`config.mk`:
```
export PLATFORM = sky130hd
export DESIGN_NAME = ysyx_22040175_mem_arbiter_flat
export DESIGN_NICKNAME = d
export VERILOG_FILES = /design/src/rtl/ysyx_22040175_mem_arbiter_if.sv /design/src/rtl/ysyx_22040175_mem_arbiter.sv /design/src/flat_wrapper.sv
export SDC_FILE = /design/constraint.sdc
export NUM_CORES = 1
export LEC_CHECK = 0
export ABC_AREA = 1
export ABC_CLOCK_PERIOD_IN_PS = 2300
export BUFFER_PORTS_ARGS = -buffer_cell sky130_fd_sc_hd__buf_2
export CAP_MARGIN = 25
export CORE_AREA = 2 2 201 203
export DETAILED_ROUTE_END_ITERATION = 10
export DIE_AREA = 0 0 203 205
export PLACE_DENSITY = 0.56
export RECOVER_POWER = 50
export SYNTH_ARGS = -nofsm -noshare
export SYNTH_HDL_FRONTEND = slang
export SYNTH_SLANG_ARGS = --single-unit
export TNS_END_PERCENT = 30
```
`constraint.sdc`:
```
create_clock -name clk -period 2.3 [get_ports clk]
set_clock_uncertainty 0.1 [all_clocks]
set_input_delay 0.345 -clock clk [delete_from_list [all_inputs] [get_ports clk]]
set_output_delay 0.345 -clock clk [all_outputs]
set_load 0.02 [all_outputs]
```
`src/rtl/ysyx_22040175_mem_arbiter_if.sv`:
```
// Handshake bundle between the IF/MEM requesters, the shared memory bus and the arbiter.
// Ports: IF request/response/flush, MEM request/response, bus request/response, pipeline stalls.
// Modports: slave = arbiter view, master = pipeline + memory-model view.
interface ysyx_22040175_mem_arbiter_if #(
  parameter int ADDR_W = 64,
  parameter int DATA_W = 64
);
  // IF side
  logic              if_req_valid;
  logic [ADDR_W-1:0] if_req_addr;
  logic              if_req_ready;
  logic              if_flush;
  logic              if_resp_valid;
  logic [31:0]       if_resp_data;
  // MEM side
  logic              mem_req_valid;
  logic              mem_req_wen;
  logic [ADDR_W-1:0] mem_req_addr;
  logic [DATA_W-1:0] mem_req_wdata;
  logic [7:0]        mem_req_wmask;
  logic              mem_req_ready;
  logic              mem_resp_valid;
  logic [DATA_W-1:0] mem_resp_data;
  // memory bus
  logic              bus_req_valid;
  logic              bus_req_ready;
  logic [ADDR_W-1:0] bus_req_addr;
  logic              bus_req_wen;
  logic [DATA_W-1:0] bus_req_wdata;
  logic [7:0]        bus_req_wmask;
  logic              bus_resp_valid;
  logic [DATA_W-1:0] bus_resp_data;
  // pipeline holds
  logic              if_stall;
  logic              mem_stall;

  modport slave (
    input  if_req_valid, if_req_addr, if_flush,
    output if_req_ready, if_resp_valid, if_resp_data,
    input  mem_req_valid, mem_req_wen, mem_req_addr, mem_req_wdata, mem_req_wmask,
    output mem_req_ready, mem_resp_valid, mem_resp_data,
    output bus_req_valid, bus_req_addr, bus_req_wen, bus_req_wdata, bus_req_wmask,
    input  bus_req_ready, bus_resp_valid, bus_resp_data,
    output if_stall, mem_stall
  );

  modport master (
    output if_req_valid, if_req_addr, if_flush,
    input  if_req_ready, if_resp_valid, if_resp_data,
    output mem_req_valid, mem_req_wen, mem_req_addr, mem_req_wdata, mem_req_wmask,
    input  mem_req_ready, mem_resp_valid, mem_resp_data,
    input  bus_req_valid, bus_req_addr, bus_req_wen, bus_req_wdata, bus_req_wmask,
    output bus_req_ready, bus_resp_valid, bus_resp_data,
    input  if_stall, mem_stall
  );
endinterface

```
`src/rtl/ysyx_22040175_mem_arbiter.sv`:
```
// Purpose: shares one 64-bit memory bus between IF (fetch) and MEM (load/store), one access in flight.
// Latency: accept T, bus_req_valid T+1, response pulse one cycle after bus_resp_valid (min T+3).
// Backpressure: requesters held via *_req_ready/*_stall; bus_req_valid held until bus_req_ready.
// Ports: clk, rst_n (async, active low) and the slave modport of ysyx_22040175_mem_arbiter_if.
module ysyx_22040175_mem_arbiter #(
  parameter int ADDR_W         = 64,
  parameter int DATA_W         = 64,
  parameter int MEM_STREAK_MAX = 4
) (
  input  logic clk,
  input  logic rst_n,
  ysyx_22040175_mem_arbiter_if.slave io
);

  localparam int STREAK_W = $clog2(MEM_STREAK_MAX + 1);

  typedef enum logic [1:0] {
    S_IDLE     = 2'd0,
    S_BUS_REQ  = 2'd1,
    S_BUS_RESP = 2'd2
  } state_t;

  state_t              r_state;
  logic                r_own_if;      // 1: IF owns the current access, 0: MEM
  logic                r_drop;        // IF response discarded by a flush
  logic                r_if_busy;
  logic                r_mem_busy;
  logic [STREAK_W-1:0] r_streak;

  logic                r_bus_valid;
  logic [ADDR_W-1:0]   r_bus_addr;
  logic                r_bus_wen;
  logic [DATA_W-1:0]   r_bus_wdata;
  logic [7:0]          r_bus_wmask;

  logic                r_if_resp_valid;
  logic [31:0]         r_if_resp_data;
  logic                r_mem_resp_valid;
  logic [DATA_W-1:0]   r_mem_resp_data;

  logic                w_idle;
  logic                w_if_pri;
  logic                w_grant_if;
  logic                w_grant_mem;
  logic                w_if_suppress;

  assign w_idle   = (r_state == S_IDLE);
  // IF is forced through once MEM has taken MEM_STREAK_MAX grants in a row while IF waited.
  assign w_if_pri = (r_streak == STREAK_W'(MEM_STREAK_MAX));

  // Readies are combinational; gating with rst_n keeps every output low while reset is held.
  assign w_grant_mem = rst_n & w_idle & io.mem_req_valid & ~(io.if_req_valid & w_if_pri);
  assign w_grant_if  = rst_n & w_idle & io.if_req_valid & ~w_grant_mem;

  // A flush arriving together with the bus response still kills the fetch.
  assign w_if_suppress = r_drop | io.if_flush;

  always_ff @(posedge clk or negedge rst_n) begin
    if (!rst_n) begin
      r_state          <= S_IDLE;
      r_own_if         <= 1'b0;
      r_drop           <= 1'b0;
      r_if_busy        <= 1'b0;
      r_mem_busy       <= 1'b0;
      r_streak         <= '0;
      r_bus_valid      <= 1'b0;
      r_bus_addr       <= '0;
      r_bus_wen        <= 1'b0;
      r_bus_wdata      <= '0;
      r_bus_wmask      <= '0;
      r_if_resp_valid  <= 1'b0;
      r_if_resp_data   <= '0;
      r_mem_resp_valid <= 1'b0;
      r_mem_resp_data  <= '0;
    end else begin
      r_if_resp_valid  <= 1'b0;
      r_mem_resp_valid <= 1'b0;

      // Streak counts MEM grants taken while IF was left waiting.
      if (!io.if_req_valid || w_grant_if) begin
        r_streak <= '0;
      end else if (w_grant_mem && !w_if_pri) begin
        r_streak <= r_streak + STREAK_W'(1);
      end

      case (r_state)
        S_IDLE: begin
          if (w_grant_if || w_grant_mem) begin
            r_state     <= S_BUS_REQ;
            r_bus_valid <= 1'b1;
            r_own_if    <= w_grant_if;
            r_drop      <= 1'b0;
            r_if_busy   <= w_grant_if;
            r_mem_busy  <= w_grant_mem;
            if (w_grant_if) begin
              r_bus_addr  <= io.if_req_addr;
              r_bus_wen   <= 1'b0;
              r_bus_wdata <= '0;
              r_bus_wmask <= '0;
            end else begin
              r_bus_addr  <= io.mem_req_addr;
              r_bus_wen   <= io.mem_req_wen;
              r_bus_wdata <= io.mem_req_wdata;
              r_bus_wmask <= io.mem_req_wmask;
            end
          end
        end

        S_BUS_REQ: begin
          if (r_own_if && io.if_flush) begin
            r_drop <= 1'b1;
          end
          if (io.bus_req_ready) begin
            r_bus_valid <= 1'b0;
            r_state     <= S_BUS_RESP;
          end
        end

        S_BUS_RESP: begin
          if (r_own_if && io.if_flush) begin
            r_drop <= 1'b1;
          end
          if (io.bus_resp_valid) begin
            r_state <= S_IDLE;
            r_drop  <= 1'b0;
            if (r_own_if) begin
              r_if_busy <= 1'b0;
              if (!w_if_suppress) begin
                r_if_resp_valid <= 1'b1;
                // Bit 2 of the fetch address picks the instruction word in the doubleword.
                r_if_resp_data  <= r_bus_addr[2] ? io.bus_resp_data[63:32]
                                                 : io.bus_resp_data[31:0];
              end
            end else begin
              r_mem_busy       <= 1'b0;
              r_mem_resp_valid <= 1'b1;
              r_mem_resp_data  <= io.bus_resp_data;
            end
          end
        end

        default: begin
          r_state     <= S_IDLE;
          r_bus_valid <= 1'b0;
        end
      endcase
    end
  end

  assign io.if_req_ready   = w_grant_if;
  assign io.mem_req_ready  = w_grant_mem;
  assign io.if_resp_valid  = r_if_resp_valid;
  assign io.if_resp_data   = r_if_resp_data;
  assign io.mem_resp_valid = r_mem_resp_valid;
  assign io.mem_resp_data  = r_mem_resp_data;
  assign io.bus_req_valid  = r_bus_valid;
  assign io.bus_req_addr   = r_bus_addr;
  assign io.bus_req_wen    = r_bus_wen;
  assign io.bus_req_wdata  = r_bus_wdata;
  assign io.bus_req_wmask  = r_bus_wmask;
  assign io.if_stall       = rst_n & ((io.if_req_valid & ~w_grant_if) | r_if_busy);
  assign io.mem_stall      = rst_n & ((io.mem_req_valid & ~w_grant_mem) | r_mem_busy);

endmodule

```
`src/flat_wrapper.sv`:
```
// flat-port wrapper written by rule: the top's interface ports become plain ports
module ysyx_22040175_mem_arbiter_flat 
#(
  parameter int ADDR_W         = 64,
  parameter int DATA_W         = 64,
  parameter int MEM_STREAK_MAX = 4
)
  (clk, rst_n, io_if_req_valid, io_if_req_addr, io_if_flush, io_if_req_ready, io_if_resp_valid, io_if_resp_data, io_mem_req_valid, io_mem_req_wen, io_mem_req_addr, io_mem_req_wdata, io_mem_req_wmask, io_mem_req_ready, io_mem_resp_valid, io_mem_resp_data, io_bus_req_valid, io_bus_req_addr, io_bus_req_wen, io_bus_req_wdata, io_bus_req_wmask, io_bus_req_ready, io_bus_resp_valid, io_bus_resp_data, io_if_stall, io_mem_stall);
  ysyx_22040175_mem_arbiter_if #(.ADDR_W(ADDR_W), .DATA_W(DATA_W)) io_i ();
  input  logic clk;
  input  logic rst_n;
  input wire logic [$bits(io_i.if_req_valid)-1:0] io_if_req_valid;
  input wire logic [$bits(io_i.if_req_addr)-1:0] io_if_req_addr;
  input wire logic [$bits(io_i.if_flush)-1:0] io_if_flush;
  output wire logic [$bits(io_i.if_req_ready)-1:0] io_if_req_ready;
  output wire logic [$bits(io_i.if_resp_valid)-1:0] io_if_resp_valid;
  output wire logic [$bits(io_i.if_resp_data)-1:0] io_if_resp_data;
  input wire logic [$bits(io_i.mem_req_valid)-1:0] io_mem_req_valid;
  input wire logic [$bits(io_i.mem_req_wen)-1:0] io_mem_req_wen;
  input wire logic [$bits(io_i.mem_req_addr)-1:0] io_mem_req_addr;
  input wire logic [$bits(io_i.mem_req_wdata)-1:0] io_mem_req_wdata;
  input wire logic [$bits(io_i.mem_req_wmask)-1:0] io_mem_req_wmask;
  output wire logic [$bits(io_i.mem_req_ready)-1:0] io_mem_req_ready;
  output wire logic [$bits(io_i.mem_resp_valid)-1:0] io_mem_resp_valid;
  output wire logic [$bits(io_i.mem_resp_data)-1:0] io_mem_resp_data;
  output wire logic [$bits(io_i.bus_req_valid)-1:0] io_bus_req_valid;
  output wire logic [$bits(io_i.bus_req_addr)-1:0] io_bus_req_addr;
  output wire logic [$bits(io_i.bus_req_wen)-1:0] io_bus_req_wen;
  output wire logic [$bits(io_i.bus_req_wdata)-1:0] io_bus_req_wdata;
  output wire logic [$bits(io_i.bus_req_wmask)-1:0] io_bus_req_wmask;
  input wire logic [$bits(io_i.bus_req_ready)-1:0] io_bus_req_ready;
  input wire logic [$bits(io_i.bus_resp_valid)-1:0] io_bus_resp_valid;
  input wire logic [$bits(io_i.bus_resp_data)-1:0] io_bus_resp_data;
  output wire logic [$bits(io_i.if_stall)-1:0] io_if_stall;
  output wire logic [$bits(io_i.mem_stall)-1:0] io_mem_stall;
  assign io_i.if_req_valid = io_if_req_valid;
  assign io_i.if_req_addr = io_if_req_addr;
  assign io_i.if_flush = io_if_flush;
  assign io_if_req_ready = io_i.if_req_ready;
  assign io_if_resp_valid = io_i.if_resp_valid;
  assign io_if_resp_data = io_i.if_resp_data;
  assign io_i.mem_req_valid = io_mem_req_valid;
  assign io_i.mem_req_wen = io_mem_req_wen;
  assign io_i.mem_req_addr = io_mem_req_addr;
  assign io_i.mem_req_wdata = io_mem_req_wdata;
  assign io_i.mem_req_wmask = io_mem_req_wmask;
  assign io_mem_req_ready = io_i.mem_req_ready;
  assign io_mem_resp_valid = io_i.mem_resp_valid;
  assign io_mem_resp_data = io_i.mem_resp_data;
  assign io_bus_req_valid = io_i.bus_req_valid;
  assign io_bus_req_addr = io_i.bus_req_addr;
  assign io_bus_req_wen = io_i.bus_req_wen;
  assign io_bus_req_wdata = io_i.bus_req_wdata;
  assign io_bus_req_wmask = io_i.bus_req_wmask;
  assign io_i.bus_req_ready = io_bus_req_ready;
  assign io_i.bus_resp_valid = io_bus_resp_valid;
  assign io_i.bus_resp_data = io_bus_resp_data;
  assign io_if_stall = io_i.if_stall;
  assign io_mem_stall = io_i.mem_stall;
  ysyx_22040175_mem_arbiter #(.ADDR_W(ADDR_W), .DATA_W(DATA_W), .MEM_STREAK_MAX(MEM_STREAK_MAX)) u_core (.clk(clk), .rst_n(rst_n), .io(io_i));
endmodule
```
==> impl_metrics.py <==
metrics = {
    "synthesis": {
        "netlist_instances": 1182,
        "synth_edf_count": 0,
        "synth_cell_type_count": 18,
        "synth_top_family_by_area": "simple AND/OR/NAND/NOR gates",
        "synth-seq-cells": 245,
        "post_synth_instance_area_um2": 10270,
        "post_synth_most_frequent_cells": "sky130_fd_sc_hd__nand2_1, sky130_fd_sc_hd__dfrtp_1, sky130_fd_sc_hd__nand3_1, sky130_fd_sc_hd__o21ai_0, sky130_fd_sc_hd__clkbuf_1",
        "mappedNetlistNets": 1459,
        "synthesis.yosys.warnings": 0,
        "synth-compound-area-share_pct": 2.582,
        "synth.area.top_cells": "sky130_fd_sc_hd__dfrtp_1, sky130_fd_sc_hd__nand2_1, sky130_fd_sc_hd__nand3_1",
        "synth_async_sr_flop_share_pct": 100.0,
        "mux_contribution_to_synthesized_area_pct": 2.436,
        "synth.yosys.seq_area_share_pct": 59.68,
        "yosysTopAreaCell": "sky130_fd_sc_hd__dfrtp_1",
        "synth-adder-area-share_pct": 0.6090,
        "post_synth_and_or_nand_nor_area_fraction_pct": 30.22,
        "yosys.cell_count.top_type": "sky130_fd_sc_hd__nand2_1",
        "synth_ff_type": "sky130_fd_sc_hd__dfrtp_1",
        "synth_xor_area_share_pct": 0,
        "post_synth.cell_area_avg_um2": 8.691,
        "synth_top_area_share_pct": 59.68,
    },
    "sta": {
        "finalCriticalPeriod_ns": 2.374,
        "maxSlewHeadroom_pct": 51.19,
        "maxSlewViolCount": 0,
        "setup_repair_after_global_routing_missed_its_margin": "true",
        "final-setup-viol-count": 2,
        "setup_slack_ns": -0.07378,
        "f_max_mhz": 421.3,
        "fin_crit_sh_pct": 103.2,
        "tns_ns": -0.1179,
        "worst_slew_pin_slew_ns": 0.7322,
        "final.hold.worst_slack_ns": 0.04994,
        "report.final.hold_viol_count": 0,
    },
    "grt": {
        "globalRoute.totalOverflow": 0,
        "grt_antenna_before_repair": 5,
        "first_global_vias": 11690,
        "grt_first_pass_wirelength_um": 63310,
        "globalRouteTotalUtil_pct": 19.04,
        "grt_max_degree": 121,
    },
    "clocking": {
        "clock_buffers_created_by_tritoncts": 28,
        "cts_max_path_buffers": 3,
        "insertion_delay_ns": 0.55,
        "tritoncts_clock_tree": "built",
        "cts_root_buf": "sky130_fd_sc_hd__clkbuf_16",
        "ctsHtreeMaxLevel": 1,
        "cts_sinks": 245,
        "path_clk_slew_ns": 0.06,
    },
    "power": {
        "power.leakage_nw": 9.334,
        "power-per-cell-area_nw_per_um2": 1179,
        "max_vdd_drop_mv": 0.6506,
    },
    "placement": {
        "area_of_placed_instances_um2": 13490,
        "hpwl_um": 26650,
        "numPlacedInstances": 2168,
        "finalWeightedCongestion": 0.8601,
        "place_worst_setup_slack_ns": 0.2631,
        "placement.io_buffers": 511,
    },
    "die": {
        "floorplan.die.height_um": 205,
        "initial_core_util_pct": 26.09,
        "placeableCoreArea_um2": 39370,
        "fp-row-count": 73,
        "die_area_um2": 41620,
        "io-pin-count": 512,
        "chip_width_um": 203,
    },
    "routing": {
        "drt-initial-drc-count": 823,
        "postRouteWirelength_um": 41100,
        "via_count": 11380,
        "route.detailed.wl_per_inst_um": 16.43,
        "routed_via_density": 4.549,
        "drc": 0,
        "antenna_violating_nets_post_route": 0,
        "detailed_router_iteration_count_before_antenna_repair": 5,
    },
    "critical_path": {
        "worst-path-max-fanout": 4,
        "critical_path.most_common_cell": "sky130_fd_sc_hd__buf_6",
        "worst_r2r_startpoint": "u_core.r_state[1]",
        "r2r_setup_slack_ns": 0.15,
        "crit_chain": "inv_2 > ha_4 > buf_6 > buf_6 > nand3_4 > inv_2 > nand2_2 > nand2_2 > a21oi_2 > buf_6",
        "cp-end-kind": "primary output",
        "required_ns": 1.86,
        "slowest_delay_ns": 0.37,
        "crit_path_top_delay_cell": "sky130_fd_sc_hd__dfrtp_1",
        "arrival_ns": 1.93,
        "regToRegEndpoint": "u_core.io.bus_req_wmask[7]",
        "timing.critical_path.from_type": "flop",
        "timing_worst_setup_path_type": "reg2out",
        "worst-r2r-cell-count": 10,
    },
    "job": {
        "max_cap_violations": 0,
    },
    "final_layout": {
        "final_net_count": 2229,
        "fin_cells": 2501,
        "flow.area_growth_from_synthesis_pct": 67.72,
        "final_layout_fill_cell_count": 3734,
        "drive_above_1_share_pct": 31.22,
        "multi_input_comb_area_um2": 3759,
        "finish.instance_area_um2": 17230,
        "register_area_um2": 6132,
    },
    "min_path": {
        "worstHoldEndpoint": "u_core.io.if_resp_data[8]",
        "hp_class": "in2reg",
        "hold_start": "io_bus_resp_data[8]",
        "whs_path_depth": 3,
    },
    "status": {
        "failed_checks": "negative setup slack",
        "status": "finished with violations",
    },
}
==> critical path: cells and delay by family, from the launching register on <==
| kind | cells | cell delay, ns |
|---|---|---|
| compound gates | 1 | 0.16 |
| buf+inv | 5 | 0.49 |
| simple gates | 3 | 0.18 |
| flops | 1 | 0.37 |
| fa+ha+maj | 1 | 0.16 |
==> cells by family (layout without fill, tap and decap cells) <==
logic type               after synthesis  count (layout)
AO/OA/AOI/OAI                         53              53
adder cells (fa/ha/maj)                5               5
buffers and inverters                104             895
flip-flops                           245             245
multiplexers                          25              25
other                                  0               3
AND/OR/NAND/NOR                      750             750
==> cell type report <==
cell class / count / share of cell area [%]
antenna: 3 / 0.04357
clock buffer: 40 / 4.684
clock inverter: 11 / 0.5084
inverter: 27 / 0.6028
multi-input combinational: 833 / 21.82
sequential: 245 / 35.59
tap: 525 / 3.813
timing repair buffer: 817 / 32.94
==> sequential cells by signal (all words and copies together) (netlist names) <==
signal	flops
u_core.r_if_busy	1
u_core.io.if_resp_data	32
u_core.r_streak	3
u_core.io.bus_req_wdata	64
u_core.io.bus_req_addr	64
u_core.io.bus_req_wmask	8
u_core.io.if_resp_valid	1
u_core.io.mem_resp_data	64
u_core.r_state	2
u_core.io.mem_resp_valid	1
u_core.r_own_if	1
u_core.r_mem_busy	1
u_core.io.bus_req_valid	1
u_core.r_drop	1
u_core.io.bus_req_wen	1
==> timing repair <==
action	4_1_cts	5_1_grt
resized for setup	15	11
hold endpoints to repair	395	0
pin swaps	5	5
setup buffers	7	6
endpoints found under the setup margin	4	4
hold buffers	266	0
==> worst max path at each step <==
| stage | from | endpoint | slack, ns | depth (start not counted) |
|---|---|---|---|---|
| global placement | u_core.r_state[0] | io_if_stall | 0.30 | 10 |
| floorplan | u_core.r_state[0] | io_mem_stall | 0.42 | 8 |
| finish | u_core.r_state[1] | io_if_stall | -0.07 | 10 |
| global route | u_core.r_state[1] | io_if_stall | -0.19 | 10 |
| detailed placement | u_core.r_state[0] | io_if_stall | 0.26 | 10 |
| CTS | u_core.r_state[1] | io_if_stall | -0.12 | 10 |
==> through the flow <==
| stage | total power, mW | util (%) |
|---|---|---|
| floorplan | 11.96 | - |
| global placement | 15.29 | 34.26 |
| detailed placement | 15.36 | 34.26 |
| CTS | 20.29 | 43.55 |
| global route | 21.55 | 43.77 |
| finish | 20.31 | 43.77 |
==> routing by layer <==
layer	share of wire (%)	vias to the layer above	routed length, µm	global-route usage [%]
met1	39	5347	16150	22.71
met5	0.032	-	13	0
met3	8.2	107	3367	4.073
met4	4.1	2	1685	8.681
met2	48	582	19890	32.91
li1	-	5339	-	-
==> where the power goes <==
group / switching [mW] / leakage [nW] / internal, mW
combinational: 5.48 / 5.75 / 3.17
sequential: 1.16 / 3.14 / 6.15
clock: 1.81 / 0.448 / 2.55
==> cell usage in the layout (no fill, tap or decap), drive strengths merged <==
cell type / n
buf: 551
nand2: 523
dlygate4sd3: 266
dfrtp: 245
nand3: 215
o21ai: 49
clkbuf: 40
inv: 27
mux2i: 25
clkinv: 10
nor2: 9
ha: 5
a21oi: 4
diode: 3
nand4: 2
or2: 1
bufinv: 1
(Power assumes the default switching activity.)
